File: src/rtl/sfa_sched.sv
// rtl/sfa_sched.sv - round-robin time-multiplexed scale-factor adaptation scheduler (optional clr port: SFA_CLEAR_EN)
module sfa_sched #(
    parameter int NCH = 4,
    parameter int CHW = 2
) (
    input  logic                 i_clk,
    input  logic                 i_reset,
    input  logic [NCH-1:0]       i_req,
    input  logic [12*NCH-1:0]    i_wi,
`ifdef SFA_CLEAR_EN
    input  logic [NCH-1:0]       i_clr,
`endif
    output logic [NCH-1:0]       o_ack,
    output logic                 o_out_valid,
    output logic [CHW-1:0]       o_out_ch,
    output logic [12:0]          o_out_y
);

    localparam logic [12:0] Y_MIN = 13'd544;
    localparam logic [12:0] Y_MAX = 13'd5120;

    // per-channel scale factors and arbiter pointer
    logic [12:0]    r_y [NCH];
    logic [CHW-1:0] r_rr_ptr;

    // stage-1 (granted request) registers
    logic           r_s1_v;
    logic [CHW-1:0] r_s1_ch;
    logic [11:0]    r_s1_wi;
    logic [12:0]    r_s1_y;

    // output registers
    logic [NCH-1:0] r_ack;
    logic           r_out_valid;
    logic [CHW-1:0] r_out_ch;
    logic [12:0]    r_out_y;

    logic [11:0]    w_wi_arr [NCH];
    logic [NCH-1:0] w_elig;
    logic           w_gnt_found;
    logic [CHW-1:0] w_gnt_ch;
    logic [11:0]    w_dif_hi;
    logic [12:0]    w_difsx;
    logic [12:0]    w_yut;
    logic [12:0]    w_yu;
    logic [NCH-1:0] w_clr;

`ifdef SFA_CLEAR_EN
    assign w_clr = i_clr;
`else
    assign w_clr = '0;
`endif

    // unpack per-channel WI and mark channels eligible (requesting and not already in flight)
    always_comb begin
        for (int c = 0; c < NCH; c++) begin
            w_wi_arr[c] = i_wi[12*c +: 12];
            w_elig[c]   = i_req[c] && !(r_s1_v && (r_s1_ch == CHW'(c)));
        end
    end

    // round-robin search starting one past the last winner
    always_comb begin
        int v_idx;
        w_gnt_found = 1'b0;
        w_gnt_ch    = '0;
        v_idx       = 0;
        for (int k = 1; k <= NCH; k++) begin
            v_idx = int'(r_rr_ptr) + k;
            if (v_idx >= NCH) begin
                v_idx = v_idx - NCH;
            end
            if (!w_gnt_found && w_elig[v_idx]) begin
                w_gnt_found = 1'b1;
                w_gnt_ch    = CHW'(v_idx);
            end
        end
    end

    // update arithmetic: DIF = WI*32 - Y (the +2^17 bias vanishes mod 2^17); only DIF[16:5] is
    // needed, which equals WI - Y[12:5] minus a borrow when Y[4:0] is nonzero
    always_comb begin
        w_dif_hi = r_s1_wi - {4'b0, r_s1_y[12:5]} - {11'b0, (r_s1_y[4:0] != 5'd0)};
        w_difsx  = {w_dif_hi[11], w_dif_hi};
        w_yut    = r_s1_y + w_difsx;
        if (w_yut > Y_MAX) begin
            w_yu = Y_MAX;
        end else if (w_yut < Y_MIN) begin
            w_yu = Y_MIN;
        end else begin
            w_yu = w_yut;
        end
    end

    // grant: capture request into stage 1, advance pointer, register ack pulse
    always_ff @(posedge i_clk or posedge i_reset) begin
        if (i_reset) begin
            r_s1_v   <= 1'b0;
            r_s1_ch  <= '0;
            r_s1_wi  <= '0;
            r_s1_y   <= Y_MIN;
            r_rr_ptr <= CHW'(NCH - 1);
            r_ack    <= '0;
        end else if (w_gnt_found) begin
            r_s1_v   <= 1'b1;
            r_s1_ch  <= w_gnt_ch;
            r_s1_wi  <= w_wi_arr[w_gnt_ch];
            r_s1_y   <= r_y[w_gnt_ch];
            r_rr_ptr <= w_gnt_ch;
            r_ack    <= NCH'(1) << w_gnt_ch;
        end else begin
            r_s1_v   <= 1'b0;
            r_ack    <= '0;
        end
    end

    // writeback result broadcast; out_ch/out_y hold between results
    always_ff @(posedge i_clk or posedge i_reset) begin
        if (i_reset) begin
            r_out_valid <= 1'b0;
            r_out_ch    <= '0;
            r_out_y     <= Y_MIN;
        end else if (r_s1_v) begin
            r_out_valid <= 1'b1;
            r_out_ch    <= r_s1_ch;
            r_out_y     <= w_yu;
        end else begin
            r_out_valid <= 1'b0;
        end
    end

    // per-channel scale factor: clear wins over a same-edge writeback
    always_ff @(posedge i_clk or posedge i_reset) begin
        if (i_reset) begin
            for (int c = 0; c < NCH; c++) begin
                r_y[c] <= Y_MIN;
            end
        end else begin
            for (int c = 0; c < NCH; c++) begin
                if (w_clr[c]) begin
                    r_y[c] <= Y_MIN;
                end else if (r_s1_v && (r_s1_ch == CHW'(c))) begin
                    r_y[c] <= w_yu;
                end
            end
        end
    end

    assign o_ack       = r_ack;
    assign o_out_valid = r_out_valid;
    assign o_out_ch    = r_out_ch;
    assign o_out_y     = r_out_y;

endmodule

File: config.mk
export PLATFORM = sky130hd
export DESIGN_NAME = sfa_sched
export DESIGN_NICKNAME = d
export VERILOG_FILES = /design/src/rtl/sfa_sched.sv
export SDC_FILE = /design/constraint.sdc
export NUM_CORES = 1
export LEC_CHECK = 0
export ABC_AREA = 0
export BUFFER_PORTS_ARGS = -buffer_cell sky130_fd_sc_hd__buf_2
export CAP_MARGIN = 25
export CORE_ASPECT_RATIO = 1.25
export CORE_UTILIZATION = 30
export CTS_CLUSTER_DIAMETER = 200
export CTS_CLUSTER_SIZE = 25
export DETAILED_ROUTE_END_ITERATION = 8
export SYNTH_ARGS = -nofsm -noshare
export SYNTH_HDL_FRONTEND = slang
export SYNTH_SLANG_ARGS = --single-unit
export TNS_END_PERCENT = 30
File: constraint.sdc
create_clock -name i_clk -period 4.65 [get_ports i_clk]
set_clock_uncertainty 0.1 [all_clocks]
set_input_delay 0.2325 -clock i_clk [delete_from_list [all_inputs] [get_ports i_clk]]
set_output_delay 0.2325 -clock i_clk [all_outputs]
set_load 0.01 [all_outputs]
==> impl_results.md, run 1 <==
* Hold Slack at 0.124 ns
* Final setup violation count at 40
* # diodes at 0
* Status: complete, but fails checks
* Die Footprint at 20700 sq um
* First-pass GRT wire length at 25800 um
* Ports at 74
* CTS tree: done
* Via Count at 5359
* R2R Path End: o_out_y[6]
* Avg Inst Size Synth at 8.26 sq um
* Core area at 19500 sq um
* Worst-Skew Late Latency at 0.35 ns
* Largest net degree at the start of global routing at 57
* Worst hold endpoint: r_s1_wi[2]
* Worst hold path type: in2reg
* Final period util at 1.04
* R2R Path Start: r_s1_y[0]
* Total global-route track usage at 0.157
* Routed wire length at 15800 um
* Detail Route Antenna Nets at 0
* CP Capture Type: flip-flop
* Filler Cells Inserted at 1990
* Least-Margin Pin Slew at 0.805 ns
* Starting density of the core at 0.308
* CP Class: reg2reg
* CTS Sinks at 102
* Pins Over Slew Limit at 0
* Arrival time at the worst endpoint at 4.99 ns
* #FFs+latches synth at 102
* Syn Inst Count at 730
* Htree depth at 3
* Syn_nets at 815
* Max_cap viols at 0
* Gpl congestion at 0.813
* Met1 WL at 7080 um
* Critical path launch point type: flip-flop
* Port Buffers at 73
* 1st-pass router iterations at 4
* Clock-pin slew on the worst setup and hold paths at 0.07 ns
* Final worst slack at -0.204 ns
* Slew headroom at 0.462
* Syn-to-layout area delta at 28.8%
* Via density per instance at 4.81
* Max Used Layer: met4
* EDFF count, synth at 0
* FP Rows at 57
* CTS Buffer Depth at 2
* Cell Area, Synth at 6030 sq um
* Seq/Total Area, Yosys at 0.426
* Iteration-0 DRC Markers at 249
* Fraction of layout cells with a size suffix above 1 at 0.284
* Worst EP required at 4.79 ns
* Total CTS buffers at 9
* Internal reg-to-reg setup slack at -0.20 ns
* Metal3 WL at 291 um
* Initial antenna violation count at 0
* Routed met2 length at 8180 um
* Crit Path Max Fanout at 7
* Vias in the first global route at 5274
* Synth unique cells at 53
* Hold depth at 5
* Fmax at 206 MHz
* Clock root cell: clkbuf_16
* Chip Width at 129 um
* Final Critical Period at 4.85 ns
* Die Ht at 160 um
* GRT Residual Overflow at 0
* Residual DRC at 0
* Async S/R FF share, synth at 1.00
* Wire per inst at 14.2 um
* Placement-stage cell area at 7080 sq um
* Failing checks: negative setup slack
* Most used flip-flop cell after synthesis: dfrtp_1
* Final #Nets at 928
* Final hold vios at 0
* R2R depth at 19
* DP HPWL at 11000 um
* Yosys Warn Count at 0
* RSZ-0062 raised after global routing: true
* Hold path startpoint: i_wi[2]
* Design area at 7760 sq um
-- critical path, cell delays in order (launching register included) --
cell and delay (ns):
dfrtp_1 0.39, nor3_2 0.18, nand2_1 0.10, fa_1 0.54
inv_2 0.05, ha_4 0.27, xor2_2 0.12, ha_2 0.20
inv_2 0.04, fa_2 0.36, nor2b_4 0.13, o211ai_2 0.09
mux2i_1 0.13, or4_4 0.54, or4b_4 0.53, a21o_1 0.20
a221oi_4 0.36, buf_12 0.19, clkbuf_16 0.15, o2bb2ai_1 0.07
-- cell usage after synthesis (2+ instances only) --
cell       instances  area, sq um
a2111oi_0          2         17.5
a211oi_1           2         15.0
a21o_1             6         45.0
a21oi_1           20          100
a221o_1            2         20.0
a221oi_2           2         30.0
a31oi_1            3         18.8
and2_1             4         25.0
and3_1             4         25.0
buf_6              4         45.0
clkbuf_1          38          143
dfrtp_1           88         2200
dfstp_2           14          368
fa_1               3         60.1
ha_1              28          350
inv_1             32          120
mux2_2             3         33.8
nand2_1          250          938
nand2b_1           3         18.8
nand3_1           28          140
nand3b_1           5         37.5
nor2_1            12         45.0
nor2b_1            3         18.8
nor3_1             4         20.0
nor3b_1            3         22.5
o2111ai_1          2         17.5
o211ai_1          12         90.1
o21a_1             3         22.5
o21ai_0           66          330
o21ai_1            6         30.0
o21ai_2           15          131
o21bai_1           3         22.5
o2bb2ai_1          5         43.8
o31ai_1           16          120
or2_2              2         12.5
xnor2_1           12          105
xor2_1             9         78.8
-- metal layers --
layer  track usage  up-vias
met5             0        -
met4        0.0455        0
met3        0.0187       12
met2         0.280       67
met1         0.197     2595
li1              -     2685
-- logic make-up after synthesis --
family / share of synthesized area
muxes: 0.00727
xor gates and xnor gates: 0.0343
adders and majority gates: 0.0681
AOI/OAI and AO/OA: 0.186
buffers and inverters: 0.0531
and+or+nand+nor: 0.225
DFF: 0.426
-- cell type report --
class | count | area, sq um | area share
clock buffers | 12 | 246 | 0.0317
clock inverters | 4 | 36.3 | 0.00467
inverters | 33 | 126 | 0.0163
multi-input cells | 551 | 3400 | 0.438
flip-flops and latches | 102 | 2570 | 0.331
well taps | 265 | 332 | 0.0427
repair buffers | 146 | 1050 | 0.136
-- worst max-delay path by stage --
stage                     startpoint         end  slack [ns]  cells after the start
after CTS                  r_s1_y[0]      r_y[6]       -0.22                     19
after floorplan            r_s1_y[0]      r_y[0]       -0.08                     19
after detailed placement   r_s1_y[0]  o_out_y[7]       -0.30                     19
final                      r_s1_y[0]  o_out_y[6]       -0.20                     19
after global routing       r_s1_y[2]  o_out_y[1]       -0.45                     20
after global placement     r_s1_y[0]  o_out_y[7]       -0.18                     19
-- per-stage QoR --
step / cells / utilization / setup slack (ns) / TNS (ns)
floorplan: 730 / - / -0.0815 / -2.69
global placement: 1083 / 0.361 / -0.177 / -4.63
detailed placement: 1084 / 0.362 / -0.301 / -7.79
CTS: 1106 / 0.384 / -0.216 / -5.47
global route: 1113 / 0.397 / -0.446 / -18.84
finish: 1113 / 0.397 / -0.204 / -6.94
-- cells in the final DEF (no fill, tap or decap), types with 4 or more instances in the layout --
master	Yosys	layout
nand2_1	250	249
dfrtp_1	88	88
buf_2	1	73
buf_4	0	60
o21ai_0	66	56
inv_1	32	29
nand3_1	28	28
ha_1	28	26
a21oi_1	20	18
o21ai_2	15	18
dfstp_2	14	14
o21ai_1	6	13
o211ai_1	12	12
nor2_1	12	12
xnor2_1	12	11
clkbuf_16	0	10
xor2_1	9	8
o31ai_2	0	8
buf_12	0	7
a21o_1	6	6
o31ai_4	0	6
nand3b_1	5	5
and3_1	4	4
and2_1	4	4
o2bb2ai_1	5	4
-- state kept, by name, summed over array words and instances (netlist names) --
signal       count
r_s1_v           1
r_s1_y          13
r_s1_ch          2
o_out_ch         2
r_s1_wi         12
r_rr_ptr         2
o_out_valid      1
o_ack            4
o_out_y         13
r_y             52
-- timing repair --
action                                 in CTS  in global routing
pin swaps                                  15                 19
buffers inserted                            4                  5
hold buffers                                1                  0
gates resized for setup                    13                 45
setup endpoints to repair                  43                 61
cloned                                      1                  1
endpoints found under the hold margin      50                  0
Power of run 1 is not shown: default switching activity piles up to over one toggle a cycle in this logic, so the estimate is an artifact.
==> run 2, diff against run 1 <==
--- a/config.mk
+++ b/config.mk
@@ -13,6 +13,7 @@
 export CTS_CLUSTER_DIAMETER = 200
 export CTS_CLUSTER_SIZE = 25
 export DETAILED_ROUTE_END_ITERATION = 8
+export GPL_TIMING_DRIVEN = 0
 export SYNTH_ARGS = -nofsm -noshare
 export SYNTH_HDL_FRONTEND = slang
 export SYNTH_SLANG_ARGS = --single-unit
==> constraint.sdc (replaced) <==
create_clock -name i_clk -period 4.65 [get_ports i_clk]
set_clock_uncertainty 0.1 [all_clocks]
set_input_delay 0.93 -clock i_clk [delete_from_list [all_inputs] [get_ports i_clk]]
set_output_delay 0.93 -clock i_clk [all_outputs]
set_load 0.01 [all_outputs]
==> run 2 against run 1 <==
Compared with the run above: the flow still finishes with violations (negative setup slack); flip-flop and latch count unchanged; fmax down 2.3%; via count about the same; first-iteration DRC count up 25%; die area unchanged; final cell count down 0.99%; non-clock buffer count down 11; critical path depth unchanged; global-route usage up 1.8 points; worst hold slack better by 0.20 ns; wire length up 13%; sequential share of layout area up 0.58 points.
==> impl_results.md, run 2 (same netlist as run 1, synthesis figures left out) <==
* FP Rows at 57 (unchanged)
* Initial antenna violation count at 0 (unchanged)
* Ports at 74 (unchanged)
* Hold depth at 0 (-5)
* Die Footprint at 20700 sq um (unchanged)
* Design area at 7630 sq um (-1.7%)
* CP Capture Type: flip-flop
* Fmax at 201 MHz (-2.3%)
* Wire per inst at 16.1 um (+14%)
* Clock-pin slew on the worst setup and hold paths at 0.07 ns (about the same)
* Largest register by flop count: r_y
* Residual DRC at 0 (unchanged)
* R2R depth at 19 (unchanged)
* Largest net degree at the start of global routing at 68 (+19%)
* Least-Margin Pin Slew at 0.882 ns (+0.0771 ns)
* Port Buffers at 73 (unchanged)
* DP HPWL at 13000 um (+18%)
* Final Critical Period at 4.97 ns (+0.114 ns)
* Max_cap viols at 0 (unchanged)
* Iteration-0 DRC Markers at 312 (+25%)
* First-pass GRT wire length at 27900 um (+8.4%)
* 1st-pass router iterations at 5 (+1)
* CTS Sinks at 102 (unchanged)
* Vias in the first global route at 5343 (+1.3%)
* Max reg flops at 52 (unchanged)
* Total global-route track usage at 0.175 (+0.0182)
* Final period util at 1.07 (+0.0245)
* Crit Path Max Fanout at 7 (unchanged)
* Final worst slack at -0.318 ns (-0.114 ns)
* # diodes at 0 (unchanged)
* Routed wire length at 17800 um (+13%)
* Starting density of the core at 0.308 (unchanged)
* Most frequent cells in the layout: nand2_1 (250), dfrtp_1 (88), buf_2 (73)
* Via Count at 5362 (+0.056%)
* Failing checks: negative setup slack
* Via density per instance at 4.87 (+1.1%)
* RSZ-0062 raised after global routing: true
* CTS tree: done
* Final setup violation count at 40 (unchanged)
* Total CTS buffers at 9 (unchanged)
* Hold path startpoint: r_s1_v
* CP Class: reg2reg
* Final hold vios at 0 (unchanged)
* Status: complete, but fails checks
* Hold Buf Count CTS at 0 (-1)
* Fraction of layout cells with a size suffix above 1 at 0.252 (-0.0321)
* Worst hold path type: reg2reg
* GRT Residual Overflow at 0 (unchanged)
* Syn-to-layout area delta at 26.6%
* CTS Buffer Depth at 2 (unchanged)
* R2R Path Start: r_s1_y[2]
* Worst hold endpoint: o_out_valid
* Arrival time at the worst endpoint at 5.08 ns (+0.09 ns)
* Slew headroom at 0.408 (-0.0547)
* Internal reg-to-reg setup slack at -0.32 ns (-0.11 ns)
* Detail Route Antenna Nets at 0 (unchanged)
* Pins Over Slew Limit at 0 (unchanged)
* Worst EP required at 4.76 ns (-0.03 ns)
* Filler Cells Inserted at 2032 (+2.1%)
* Critical path launch point type: flip-flop
* Clock root cell: clkbuf_16
* Core area at 19500 sq um (unchanged)
* Placement-stage cell area at 6780 sq um (-4.3%)
* Chip Width at 129 um (unchanged)
* Gpl congestion at 0.832 (+2.3%)
* Htree depth at 3 (unchanged)
* Commonest non-fill, non-tap cell in the layout: nand2_1
* Final #Nets at 917 (-1.2%)
* Die Ht at 160 um (unchanged)
* Worst-Skew Late Latency at 0.35 ns (about the same)
* R2R Path End: r_y[33]
run 2: worst max-delay path: stages (launching register included):
cell       delay, ns
dfrtp_1         0.41
nor3_2          0.18
nand2_1         0.08
fa_1            0.53
inv_2           0.06
ha_4            0.27
xor2_2          0.16
ha_2            0.23
inv_2           0.04
fa_2            0.36
nor2b_4         0.14
o211ai_2        0.09
mux2i_1         0.15
or4_4           0.55
or4b_4          0.53
a21o_1          0.21
a221oi_4        0.31
buf_12          0.19
clkbuf_16       0.16
o31ai_2         0.07
run 2: metal layers:
metal / routed length (um) / share of wire / track usage
met2: 9250 / 0.52 / 0.315
met4: 494 / 0.028 / 0.0652
met3: 492 / 0.028 / 0.0213
met5: 0 / 0 / 0
met1: 7530 / 0.42 / 0.212
run 2: cell type report:
cell class | instances | area [sq um] | share of cell area
Timing Repair Buffer | 92 | 593 | 0.0777
Tap cell | 265 | 332 | 0.0434
Clock inverter | 4 | 53.8 | 0.00705
Buffer | 43 | 225 | 0.0295
Sequential cell | 102 | 2570 | 0.337
Inverter | 33 | 126 | 0.0166
Clock buffer | 12 | 246 | 0.0323
Multi-Input combinational cell | 551 | 3480 | 0.457
run 2: metrics by stage:
stage	instances	setup TNS [ns]	setup slack (ns)	util	hold slack (ns)
2_1_floorplan	730	-2.69	-0.0815	-	0.265
3_3_place_gp	1068	-60.87	-0.654	0.345	0.304
3_5_place_dp	1069	-32.53	-0.693	0.347	0.294
4_1_cts	1093	-13.54	-0.359	0.371	0.325
5_1_grt	1102	-20.04	-0.514	0.391	0.334
6_report	1102	-11.36	-0.318	0.391	0.329
run 2: how the worst max path moves through the flow:
stage,startpoint,to,slack [ns],depth (start not counted)
after floorplan,r_s1_y[0],r_y[0],-0.08,19
after global placement,r_s1_y[0],o_out_y[7],-0.65,20
after detailed placement,r_s1_y[0],o_out_y[7],-0.69,20
after global routing,r_s1_y[2],r_y[33],-0.51,19
after CTS,r_s1_y[0],r_y[1],-0.36,20
final,r_s1_y[2],r_y[33],-0.32,19
run 2: what timing repair did:
item                                   4_1_cts  5_1_grt
endpoints found under the hold margin        0        0
gates cloned                                 0        3
buffers inserted                             8        7
setup endpoints to repair                   61       65
resized for setup                           22       61
pin swaps                                   16       26
Power of run 2 is left out for the same reason.
==> run 3, diff against run 2 <==
--- a/config.mk
+++ b/config.mk
@@ -10,6 +10,7 @@
 export CAP_MARGIN = 25
 export CORE_ASPECT_RATIO = 1.25
 export CORE_UTILIZATION = 30
+export CTS_BUF_LIST = sky130_fd_sc_hd__clkbuf_4
 export CTS_CLUSTER_DIAMETER = 200
 export CTS_CLUSTER_SIZE = 25
 export DETAILED_ROUTE_END_ITERATION = 8
==> constraint.sdc (replaced) <==
create_clock -name i_clk -period 6.25 [get_ports i_clk]
set_clock_uncertainty 0.1 [all_clocks]
set_input_delay 1.25 -clock i_clk [delete_from_list [all_inputs] [get_ports i_clk]]
set_output_delay 1.25 -clock i_clk [all_outputs]
set_load 0.01 [all_outputs]
==> run 3 against run 2 <==
Compared with the run above: critical path depth grew 1; flip-flop and latch count is the same; final cell count shrank 1.5%; wire length shrank 5.7%; worst hold slack gained 0.038 ns; fmax shrank 9.2%; the run now ends clean; count of clock-buffer cells in the layout shrank 3; first-iteration DRC count grew 4.5%; via count shrank 2.0%.
==> impl_results.md, run 3 (same netlist as run 1, synthesis figures left out) <==
* Slew headroom at 0.421 (+0.0129)
* Crit Path Max Fanout at 10 (+3)
* Core area at 19500 sq um (unchanged)
* Initial antenna violation count at 1 (+1)
* Hold Buf Count CTS at 0 (unchanged)
* Arrival time at the worst endpoint at 5.71 ns (+0.63 ns)
* Worst EP required at 6.48 ns (+1.72 ns)
* Port Buffers at 73 (unchanged)
* Pins Over Slew Limit at 0 (unchanged)
* Routed wire length at 16800 um (-5.7%)
* Starting density of the core at 0.308 (unchanged)
* CP Capture Type: flip-flop
* Worst hold path type: reg2reg
* Die Ht at 160 um (unchanged)
* Setup TNS at 0 ns (+11.36 ns)
* RSZ-0062 raised after global routing: false
* Via density per instance at 4.84 (-0.53%)
* Slowest CP cell: a221oi_2
* Die Footprint at 20700 sq um (unchanged)
* Final Critical Period at 5.47 ns (+0.506 ns)
* Final hold vios at 0 (unchanged)
* Final period util at 0.876 (-0.193)
* Final #Nets at 900 (-1.9%)
* Chip Width at 129 um (unchanged)
* CP Class: reg2reg
* Worst-Skew Late Latency at 0.48 ns (+0.13 ns)
* CTS Sinks at 102 (unchanged)
* Commonest non-fill, non-tap cell in the layout: nand2_1
* FP Rows at 57 (unchanged)
* Fraction of layout cells with a size suffix above 1 at 0.167 (-0.0850)
* Total CTS buffers at 9 (unchanged)
* Filler Cells Inserted at 2112 (+3.9%)
* # resized after CTS at 0 (-100%)
* Htree depth at 3 (unchanged)
* Max_cap viols at 0 (unchanged)
* Vias in the first global route at 5116 (-4.2%)
* Residual DRC at 0 (unchanged)
* Status: finished, final reports clean
* Crit-path cells: nor3_1, nand2_1, fa_1, inv_1, ha_1, o21ai_0, nand2_1, a21oi_1, o21bai_1, xor2_1, ha_1, o21a_1, or2_2, o21ai_0, xor2_1, or4b_4, a21o_1, a221oi_2, buf_6, o31ai_1
* Detail Route Antenna Nets at 0 (unchanged)
* Final setup violation count at 0 (-100%)
* Max incr delay on CP at 0.58 ns (+0.03 ns)
* Least-Margin Pin Slew at 0.869 ns (-0.0126 ns)
* CTS tree: done
* Clock-pin slew on the worst setup and hold paths at 0.18 ns (+0.11 ns)
* Placement-stage cell area at 6750 sq um (-0.37%)
* Largest net degree at the start of global routing at 68 (unchanged)
* Wire per inst at 15.4 um (-4.3%)
* Fmax at 183 MHz (-9.2%)
* Via Count at 5256 (-2.0%)
* WP buf/inv at 2 (-2)
* GRT Residual Overflow at 0 (unchanged)
* First-pass GRT wire length at 26900 um (-3.6%)
* Ports at 74 (unchanged)
* CTS Buffer Depth at 2 (unchanged)
* Post-CTS Setup Repair Bufs at 0 (-8)
* Largest register by flop count: r_y
* 1st-pass router iterations at 4 (-1)
* Max reg flops at 52 (unchanged)
* Critical path launch point type: flip-flop
* Gpl congestion at 0.829 (-0.25%)
* Most frequent cells in the layout: nand2_1 (250), dfrtp_1 (88), buf_2 (74)
* Iteration-0 DRC Markers at 326 (+4.5%)
* Clock root cell: clkbuf_4
* Total global-route track usage at 0.169 (-0.00608)
* Syn-to-layout area delta at 14.4%
* Largest delay share family, worst path: compound AO/OA/AOI/OAI gates
* Design area at 6900 sq um (-9.6%)
* DP HPWL at 12800 um (-1.1%)
## run 3: changes by cell type in the layout (fill, tap and decap cells not counted), sizes merged
cell / before / now
clkbuf: 52 / 47
inv: 33 / 34
clkinvlp: 2 / 1
buf: 95 / 80
clkinv: 1 / 4
diode: 0 / 1
## run 3: final cells by class
cell class / instances / area [sq um] / share of cell area
diodes: 1 / 2.50 / 0.000363
plain buffers: 44 / 196 / 0.0285
clock buffers: 9 / 67.6 / 0.00980
clock inverters: 7 / 72.6 / 0.0105
inverters: 33 / 126 / 0.0183
multi-input cells: 551 / 3140 / 0.455
flip-flops and latches: 102 / 2570 / 0.373
well taps: 265 / 332 / 0.0481
repair buffers: 74 / 393 / 0.0570
## run 3: stage by stage
stage | worst slack [ns] | util | instances | hold WS (ns)
2_1_floorplan | 1.40 | - | 730 | 0.265
3_3_place_gp | 0.837 | 0.344 | 1068 | 0.301
3_5_place_dp | 0.810 | 0.346 | 1069 | 0.298
4_1_cts | 0.765 | 0.353 | 1085 | 0.351
5_1_grt | 0.498 | 0.353 | 1086 | 0.383
6_report | 0.776 | 0.353 | 1086 | 0.367
## run 3: path summary, 6_finish.rpt
| check | to | cells after the start | start | slack [ns] |
|---|---|---|---|---|
| max | r_y[27] | 20 | r_s1_y[0] | 0.78 |
| min | o_out_valid | 0 | r_s1_v | 0.37 |
| max reg2reg | r_y[27] | 20 | r_s1_y[0] | 0.78 |
| min reg2reg | o_out_valid | 0 | r_s1_v | 0.37 |
| max in group asynchronous | r_y[31] | 3 | i_reset | 4.60 |
| min in group asynchronous | r_y[45] | 2 | i_reset | 0.68 |
## run 3: metal layers
metal | vias to the layer above | routed length [um] | share of wire | global-route usage
li1 | 2643 | - | - | -
met1 | 2517 | 7380 | 0.44 | 0.215
met2 | 77 | 8480 | 0.51 | 0.293
met3 | 19 | 525 | 0.031 | 0.0183
met4 | 0 | 376 | 0.022 | 0.0642
met5 | - | 0 | 0 | 0
Power of run 3 is left out for the same reason.
